[config.mk]
export PLATFORM = sky130hd
export DESIGN_NAME = instr_fetch_sequencer
export DESIGN_NICKNAME = d
export VERILOG_FILES = /design/src/rtl/iram_isa_pkg.sv /design/src/rtl/instr_decode.sv /design/src/rtl/instr_fetch_sequencer.sv
export SDC_FILE = /design/constraint.sdc
export NUM_CORES = 1
export LEC_CHECK = 0
export CAP_MARGIN = 5
export CORE_AREA = 3 3 83 101
export CTS_BUF_LIST = sky130_fd_sc_hd__clkbuf_4 sky130_fd_sc_hd__clkbuf_8
export DETAILED_ROUTE_END_ITERATION = 16
export DIE_AREA = 0 0 86 104
export GPL_TIMING_DRIVEN = 0
export PLACE_DENSITY_LB_ADDON = 0.25
export SYNTH_ARGS = -nofsm -noshare
export SYNTH_HDL_FRONTEND = slang
export SYNTH_SLANG_ARGS = --single-unit
[constraint.sdc]
create_clock -name clk -period 1.85 [get_ports clk]
set_input_delay 0.4625 -clock clk [delete_from_list [all_inputs] [get_ports clk]]
set_output_delay 0.4625 -clock clk [all_outputs]
set_load 0.01 [all_outputs]
[src/rtl/iram_isa_pkg.sv]
// ISA constants shared by the fetch sequencer and its decoder: opcodes,
// bus select codes, instruction field positions and sequencer states.
package iram_isa_pkg;

    localparam logic [5:0] OP_ADD          = 6'd1;
    localparam logic [5:0] OP_SUB          = 6'd2;
    localparam logic [5:0] OP_AND          = 6'd3;
    localparam logic [5:0] OP_OR           = 6'd4;
    localparam logic [5:0] OP_XOR          = 6'd5;
    localparam logic [5:0] OP_NOT          = 6'd6;
    localparam logic [5:0] OP_SHL          = 6'd7;
    localparam logic [5:0] OP_SHR          = 6'd8;
    localparam logic [5:0] OP_INC          = 6'd9;
    localparam logic [5:0] OP_CONSTANT2REG = 6'd10;
    localparam logic [5:0] OP_MERGE        = 6'd11;
    localparam logic [5:0] OP_MEM_WRITE    = 6'd12;
    localparam logic [5:0] OP_MEM_READ     = 6'd13;
    localparam logic [5:0] OP_JUMPZ        = 6'd14;
    localparam logic [5:0] OP_NJUMPZ       = 6'd15;
    localparam logic [5:0] OP_OVER         = 6'd16;

    localparam logic [2:0] SEL_PC = 3'd1;
    localparam logic [2:0] SEL_DR = 3'd2;
    localparam logic [2:0] SEL_R1 = 3'd3;
    localparam logic [2:0] SEL_R2 = 3'd4;
    localparam logic [2:0] SEL_R3 = 3'd5;
    localparam logic [2:0] SEL_R4 = 3'd6;
    localparam logic [2:0] SEL_R5 = 3'd7;

    localparam logic [3:0] C_NO_DEST = 4'd0;
    localparam logic [3:0] C_PC      = 4'd1;
    localparam logic [3:0] C_DR      = 4'd2;
    localparam logic [3:0] C_R1      = 4'd3;
    localparam logic [3:0] C_R2      = 4'd4;
    localparam logic [3:0] C_R3      = 4'd5;
    localparam logic [3:0] C_R4      = 4'd6;
    localparam logic [3:0] C_R5      = 4'd7;
    localparam logic [3:0] C_TR      = 4'd8;

    localparam int OP_MSB = 15;
    localparam int OP_LSB = 10;
    localparam int A_MSB  = 9;
    localparam int A_LSB  = 7;
    localparam int B_MSB  = 6;
    localparam int B_LSB  = 4;
    localparam int C_MSB  = 3;
    localparam int C_LSB  = 0;
    // CONSTANT2REG carries its destination in the A/B area instead
    localparam int K_MSB  = 9;
    localparam int K_LSB  = 6;

    typedef enum logic [2:0] {
        S_IDLE,
        S_FETCH,
        S_IMM,
        S_ISSUE,
        S_BRANCH,
        S_HALT
    } seq_state_t;

    function automatic logic is_two_word(input logic [5:0] op);
        return (op == OP_CONSTANT2REG) || (op == OP_JUMPZ) || (op == OP_NJUMPZ);
    endfunction

endpackage

[src/rtl/instr_decode.sv]
// Combinational field decode of one 16-bit instruction word.
module instr_decode
    import iram_isa_pkg::*;
(
    input  logic [15:0] word,
    output logic [5:0]  opcode,
    output logic [2:0]  a_sel,
    output logic [2:0]  b_sel,
    output logic [3:0]  c_sel,
    output logic        two_word,
    output logic        is_over,
    output logic        is_illegal
);

    always_comb begin
        opcode     = word[OP_MSB:OP_LSB];
        a_sel      = word[A_MSB:A_LSB];
        b_sel      = word[B_MSB:B_LSB];
        c_sel      = (opcode == OP_CONSTANT2REG) ? word[K_MSB:K_LSB] : word[C_MSB:C_LSB];
        two_word   = is_two_word(opcode);
        is_over    = (opcode == OP_OVER);
        is_illegal = (opcode == 6'd0) || (opcode > OP_OVER);
    end

endmodule

[src/rtl/instr_fetch_sequencer.sv]
// Fetch/decode sequencer: walks the instruction ROM, assembles one/two-word
// instructions, resolves branches and issues the rest over valid/ready.
// Optional ILLEGAL_TRAP_EN: illegal opcodes / out-of-range targets halt with illegal_err.
module instr_fetch_sequencer
    import iram_isa_pkg::*;
#(
    parameter int ADDR_W     = 16,
    parameter int IRAM_DEPTH = 512
) (
    input  logic              clk,
    input  logic              rst_n,
    input  logic              start,
    input  logic [15:0]       iram_word,
    output logic [ADDR_W-1:0] iram_addr,
    input  logic              z_flag,
    output logic              issue_valid,
    input  logic              issue_ready,
    output logic [5:0]        opcode,
    output logic [2:0]        a_sel,
    output logic [2:0]        b_sel,
    output logic [3:0]        c_sel,
    output logic [15:0]       imm,
    output logic              imm_valid,
    output logic              halted
`ifdef ILLEGAL_TRAP_EN
    ,
    output logic              illegal_err
`endif
);

    localparam logic [ADDR_W-1:0] PC_LAST   = ADDR_W'(IRAM_DEPTH - 1);
    localparam logic [16:0]       DEPTH_EXT = 17'(IRAM_DEPTH);

    seq_state_t        state, state_nxt;
    logic [ADDR_W-1:0] pc, pc_nxt, pc_inc;
    logic [15:0]       ir, imm_q;
    logic              ir_load, imm_load;
    logic              branch_taken, target_oor;

    logic [5:0] fd_opcode;
    logic [2:0] fd_a_sel, fd_b_sel;
    logic [3:0] fd_c_sel;
    logic       fd_two_word, fd_is_over, fd_is_illegal;
    logic       id_two_word, id_is_over, id_is_illegal;

    // Fetch-side decode steers the FSM; issue-side decode drives the outputs
    instr_decode u_fetch_dec (
        .word       (iram_word),
        .opcode     (fd_opcode),
        .a_sel      (fd_a_sel),
        .b_sel      (fd_b_sel),
        .c_sel      (fd_c_sel),
        .two_word   (fd_two_word),
        .is_over    (fd_is_over),
        .is_illegal (fd_is_illegal)
    );

    instr_decode u_issue_dec (
        .word       (ir),
        .opcode     (opcode),
        .a_sel      (a_sel),
        .b_sel      (b_sel),
        .c_sel      (c_sel),
        .two_word   (id_two_word),
        .is_over    (id_is_over),
        .is_illegal (id_is_illegal)
    );

    logic unused_dec;
    assign unused_dec = ^{fd_opcode, fd_a_sel, fd_b_sel, fd_c_sel,
                          id_two_word, id_is_over, id_is_illegal};

    assign pc_inc       = (pc == PC_LAST) ? '0 : pc + ADDR_W'(1);
    assign branch_taken = ((opcode == OP_JUMPZ)  &&  z_flag) ||
                          ((opcode == OP_NJUMPZ) && !z_flag);
    assign target_oor   = {1'b0, imm_q} >= DEPTH_EXT;

`ifdef ILLEGAL_TRAP_EN
    logic err_set, err_clr;
`endif

    always_comb begin
        state_nxt = state;
        pc_nxt    = pc;
        ir_load   = 1'b0;
        imm_load  = 1'b0;
`ifdef ILLEGAL_TRAP_EN
        err_set   = 1'b0;
        err_clr   = 1'b0;
`endif
        case (state)
            S_IDLE: begin
                if (start) begin
                    state_nxt = S_FETCH;
                    pc_nxt    = '0;
                end
            end
            S_FETCH: begin
                ir_load = 1'b1;
                pc_nxt  = pc_inc;
                if (fd_two_word)      state_nxt = S_IMM;
                else if (fd_is_over)  state_nxt = S_HALT;
                else if (fd_is_illegal) begin
`ifdef ILLEGAL_TRAP_EN
                    state_nxt = S_HALT;
                    err_set   = 1'b1;
`else
                    state_nxt = S_FETCH;
`endif
                end
                else                  state_nxt = S_ISSUE;
            end
            S_IMM: begin
                imm_load  = 1'b1;
                pc_nxt    = pc_inc;
                state_nxt = (opcode == OP_CONSTANT2REG) ? S_ISSUE : S_BRANCH;
            end
            S_ISSUE: begin
                if (issue_ready) state_nxt = S_FETCH;
            end
            S_BRANCH: begin
                state_nxt = S_FETCH;
`ifdef ILLEGAL_TRAP_EN
                if (target_oor) begin
                    state_nxt = S_HALT;
                    err_set   = 1'b1;
                end
                else if (branch_taken) pc_nxt = ADDR_W'(imm_q);
`else
                // An unreachable target degrades to fall-through
                if (branch_taken && !target_oor) pc_nxt = ADDR_W'(imm_q);
`endif
            end
            S_HALT: begin
                if (start) begin
                    state_nxt = S_FETCH;
                    pc_nxt    = '0;
`ifdef ILLEGAL_TRAP_EN
                    err_clr   = 1'b1;
`endif
                end
            end
            default: state_nxt = S_IDLE;
        endcase
    end

    always_ff @(posedge clk or negedge rst_n) begin
        if (!rst_n) begin
            state <= S_IDLE;
            pc    <= '0;
            ir    <= '0;
            imm_q <= '0;
        end else begin
            state <= state_nxt;
            pc    <= pc_nxt;
            if (ir_load)  ir    <= iram_word;
            if (imm_load) imm_q <= iram_word;
        end
    end

`ifdef ILLEGAL_TRAP_EN
    always_ff @(posedge clk or negedge rst_n) begin
        if (!rst_n)       illegal_err <= 1'b0;
        else if (err_clr) illegal_err <= 1'b0;
        else if (err_set) illegal_err <= 1'b1;
    end
`endif

    assign iram_addr   = pc;
    assign imm         = imm_q;
    assign issue_valid = (state == S_ISSUE);
    assign imm_valid   = issue_valid && (opcode == OP_CONSTANT2REG);
    assign halted      = (state == S_HALT);

endmodule

# Word level (Yosys, flattened, before mapping)
# Index checks and enable logic that the tools add are counted.
# totals
ff_bits	51
input_bits	21
# classes
addsub	1
n_lt_le_gt_ge	2
eq_ne	16
mux	14
n_reduce_logical	17
# op_table
op	n
$mux 16	3
$pmux 16 s3	1
$eq 6x4->1 const B	6
$add 16x1->16 const B	1
$eq 16x9->1 const B	1
$ge 16x10->1 const B	1
$mux 3	5
$pmux 3 s5	1
$eq 3x2->1 const B	2
$eq 3x3->1 const B	2
$eq 6x5->1 const B	1
$gt 6x5->1 const B	1
$logic_not 6->1	1
$logic_and 1x1->1	4
$logic_or 1x1->1	4
$mux 4	1
$ne 2x1->1 const B	2
$reduce_or 2->1	2
$eq 3x1->1 const B	1
$logic_not 3->1	1
$reduce_and 3->1	1
$reduce_bool 3->1	1
$logic_not 1->1	2
$mux 1	2
other kinds (3)	3

# Depth between registers and ports, before layout
# depth
word_depth	6
mapped_depth	7

# Cells and area by module
# Synthesis repeated with hierarchy kept, for this count alone.
# unflattened
hier_cells	266
area_unflattened_um2	2869.0
# by_module_without_submodules
module	n_inst	cells_each	area_each_um2	seq_area_each_um2
instr_fetch_sequencer	1	216	2473.6	1276.2
instr_decode	2	25	197.7	0.0

# Worst setup path after synthesis
# No wires, ideal clock.
# synth_timing
path_type	reg2reg
from	reg imm_q[11] (netlist: imm[11])
to	reg pc[13] (netlist: iram_addr[13])
setup_time_ns	0.076
t_arrival_ns	1.798
required_time_ns	1.774
slack_ns	-0.024
stages_incl_launch_ff	6
n_path_buf	0
path_cell_list	dfrtp_1 -> nor4_1 -> nand4b_1 -> a221o_1 -> or4_1 -> o21ai_1
# synth_via
elab_chain_cells	5
# synth_lines
element	line	rtl
start: declaration	instr_fetch_sequencer.sv:36	logic [15:0] ir, imm_q;
start signal: assignment	instr_fetch_sequencer.sv:157	if (imm_load) imm_q <= iram_word;
$ge 16x10->1	instr_fetch_sequencer.sv:76	assign target_oor = {1'b0, imm_q} >= DEPTH_EXT;
$logic_not 1->1	instr_fetch_sequencer.sv:131	if (branch_taken && !target_oor) pc_nxt = ADDR_W'(imm_q);
$logic_and 1x1->1	instr_fetch_sequencer.sv:131	
$ne 2x2->1 (no line)	-	
$reduce_and 3->1 (no line)	-	
end signal: assignment	instr_fetch_sequencer.sv:155	pc <= pc_nxt;
end: declaration	instr_fetch_sequencer.sv:35	logic [ADDR_W-1:0] pc, pc_nxt, pc_inc;
# No other way between the ends.
# A chain may end at the register's enable or synchronous reset.

# Final worst setup path
# layout_timing
from	reg ir[15]
to	out c_sel[0]
# layout_via
elab_chain_cells	2
# layout_lines
element	line	rtl
start: declaration	instr_fetch_sequencer.sv:36	
start signal: assignment	instr_fetch_sequencer.sv:156	if (ir_load) ir <= iram_word;
$eq 6x4->1	-	
$mux 4	instr_decode.sv:19	c_sel = (opcode == OP_CONSTANT2REG) ? word[K_MSB:K_LSB] : word[C_MSB:C_LSB];
end: declaration	instr_fetch_sequencer.sv:21	output logic [3:0] c_sel,
# No other way between the ends.

==> results by group <==
Final layout
  – Layout Utilization: 55.61%
  – Fillers: 662
  – Share of cells above drive strength 1: 48.71%
  – Final-stage net count: 370
  – Ant diodes: 0
  – Area grow syn2layout: 60.79%

Clock tree
  – Sink Count: 51
  – Worst-path clk slew: 0.10 ns
  – Clock latency on the worst-skew pair: 0.31 ns
  – CTS tree: done
  – Inserted Clock Buffers: 5
  – Post-CTS Hold Fix Bufs: 0
  – H-tree depth: 2
  – Clock buffer depth: 2
  – Root Buffer: clkbuf_8

Detailed routing
  – Routed Antenna Nets: 0
  – Average wire per standard cell: 17.95 um
  – DRC: 0
  – DR vias: 2435
  – Detailed Routing Iterations Pass 1: 4
  – Starting DRT DRC Count: 220
  – Final wirelength: 7917 um
  – Via/cell ratio: 5.522

Critical path
  – Reg2reg start: state[0]
  – Crit-path max cell delay: 0.41 ns
  – Reg-to-reg slack, setup: -0.13 ns
  – Arrival time worst endpoint: 1.70 ns
  – CP bufs+invs: 2
  – Worst EP required: 1.39 ns
  – Family with the most delay on the worst path: simple AND/OR/NAND/NOR gates
  – Critical path's slowest cell: dfrtp_1
  – Crit-path max FO: 3
  – Crit path capture type: primary output
  – Worst-path cell chain: nand4bb_4, or3_4, buf_6, nand2_2, nand2_2, buf_6
  – R2r endpoint: iram_addr[12]
  – CP Launch Type: register
  – CP Class: register to primary output
  – Worst R2R Path Depth: 7

Synthesis
  – Synthesis Warnings: 0
  – Number of flops mapped to enable cells by yosys: 0
  – Share of synthesized registers carrying an async set or reset: 100.0%
  – Synth cell count leaders: 51 x dfrtp_1, 32 x mux2_2, 24 x nand2_1, 14 x a21oi_1, 13 x buf_4
  – Synth Instances: 247
  – Mapped Area: 2620 um2
  – Top cell type's share of synthesized area: 48.71%
  – #FFs+latches synth: 51
  – Cell taking the most area after synthesis: dfrtp_1
  – Synth area leaders: dfrtp_1 49%, mux2_2 14%, buf_4 3.7%
  – Sequential area share after synthesis: 48.71%
  – Number of library cell types mapped by synthesis: 48
  – Ys flop type: dfrtp_1
  – Post-synthesis net count: 269
  – Synthesized area per cell: 10.61 um2
  – Most numerous cell in the Yosys netlist: dfrtp_1

Timing
  – Min cycle time layout: 2.159 ns
  – Fin. max-slew vios: 0
  – Count of final hold-check violations: 0
  – Period utilization: 116.7%
  – Setup Skew: 0.002662 ns
  – PnR worst setup slack: -0.3089 ns
  – Final setup fails: 16
  – Worst slew margin: 59.47%
  – Fmax: 463.2 MHz
  – Worst Tran Pin Value: 0.6079 ns
  – RSZ-0062 raised after global routing: yes

Power and ir drop
  – Combinational Power Share: 49.7%
  – Sw Pwr: 2.014 mW
  – Sw frac: 37.32%
  – Pwr Total: 5.397 mW
  – Clock power frac: 13.1%
  – Internal power: 3.383 mW
  – Power Density: 1281 nW/um2
  – Pleak: 1.697 nW
  – Worst VDD drop: 850.0 uV
  – Reg power frac: 37.2%

Die
  – Die H: 104 um
  – Die width: 86 um
  – Die area: 8944 um2
  – FP Rows: 35
  – Initial Util: 34.58%
  – Core ar.: 7576 um2
  – Boundary pin count: 72

Place
  – Dpl hpwl: 5022 um
  – IO Port Bufs: 71
  – RD Place Congestion: 0.7960

Outcome
  – Failing checks: setup timing
  – Status: finished, violations left

Run
  – Maxcap violations: 0

GRT
  – Overflow after GRT: 0
  – GR Util All Layers: 17.39%
  – Largest net degree at the start of global routing: 29
  – Number of global-route vias before repair: 2434
  – Antenna violations before repair: 0
  – Global-route wire length before repair: 12500 um

Worst hold path
  – Type of the tightest min-delay check: input pin to async pin
## kinds of logic (layout without fill, tap and decap cells)
logic type / Yosys count / after routing / synth area share (%)
AND/OR/NAND/NOR: 79 / 79 / 16.24
AO/OA/AOI/OAI: 54 / 55 / 14.28
flip-flops: 51 / 51 / 48.71
adder cells (fa/ha/maj): 1 / 1 / 0.4775
buffers and inverters: 29 / 130 / 6.208
multiplexers: 32 / 32 / 13.75
XOR/XNOR: 1 / 1 / 0.3343
## registers in the layout, summed over array words and instances, names as in the netlist
name and flops:
imm 16, iram_addr 16, ir 16, state 3
## layer usage
layer / GRT usage [%] / vias to the layer above / part of all wire, %
li1: - / 1102 / -
met1: 22.22 / 1222 / 40
met2: 28.83 / 85 / 52
met3: 3.407 / 26 / 5.4
met4: 6.222 / 0 / 2.5
met5: 0 / - / 0
## final cells by class
cell class	instances	area [um2]	share of cell area, %
multi-input cells	168	1570	37.27
flip-flops and latches	51	1292	30.68
repair buffers	97	964.7	22.90
plain buffers	18	145.1	3.445
well taps	92	115.1	2.732
clock buffers	5	68.82	1.634
inverters	7	28.78	0.6831
clock inverters	3	27.53	0.6534
## stage by stage
stage / hold slack [ns] / cell area (um2) / cells / setup WS [ns] / TNS [ns]
final: 0.1496 / 4213 / 441 / -0.3089 / -2.158
after global routing: 0.1880 / 4213 / 441 / -0.3986 / -4.683
after CTS: 0.1712 / 3954 / 437 / -0.3631 / -3.363
after detailed placement: 0.4965 / 3461 / 411 / -0.7120 / -12.33
after global placement: 0.4932 / 3446 / 410 / -1.369 / -81.67
after floorplan: 0.1669 / 2620 / 247 / 0.009092 / 0
## layout by cell type (no fill, tap or decap), types with 3 or more instances in the layout
| master | instances |
|---|---|
| clkbuf_8 | 5 |
| buf_6 | 11 |
| inv_1 | 6 |
| nand4_1 | 4 |
| clkbuf_2 | 3 |
| nor3b_1 | 4 |
| nand3_1 | 4 |
| nand2_1 | 13 |
| a21oi_1 | 11 |
| o21ai_2 | 10 |
| nor2_1 | 6 |
| buf_4 | 33 |
| mux2_2 | 32 |
| dfrtp_1 | 38 |
| and2_1 | 3 |
| dfrtp_2 | 13 |
| nor3_1 | 6 |
| dlygate4sd2_1 | 3 |
| clkdlybuf4s50_1 | 52 |
| nand2_2 | 10 |
| dlymetal6s2s_1 | 4 |
| and3_1 | 4 |
## power groups by stage
stage / logic [mW] / clock network, mW / registers (mW)
6_report: 2.68 / 0.704 / 2.01
2_1_floorplan: 0.902 / 0 / 1.97
3_3_place_gp: 2.04 / 0 / 1.94
4_1_cts: 2.42 / 0.724 / 1.96
5_1_grt: 2.86 / 0.769 / 2.06
3_5_place_dp: 2.07 / 0 / 1.95
## worst max path at each step
stage	start	endpoint	cells after the start	slack (ns)
floorplan	imm[11]	iram_addr[13]	5	0.009
global placement	rst_n	ir[4]	1	-1.37
detailed placement	z_flag	iram_addr[15]	6	-0.71
CTS	ir[14]	c_sel[0]	6	-0.36
global route	ir[15]	c_sel[3]	6	-0.40
finish	ir[15]	c_sel[0]	6	-0.31
## timing repair
item	4_1_cts	5_1_grt
buffers inserted	16	8
pin swaps	30	26
setup endpoints to repair	41	30
resized for setup	97	54
cloned	3	0
(Power assumes the default switching activity.)
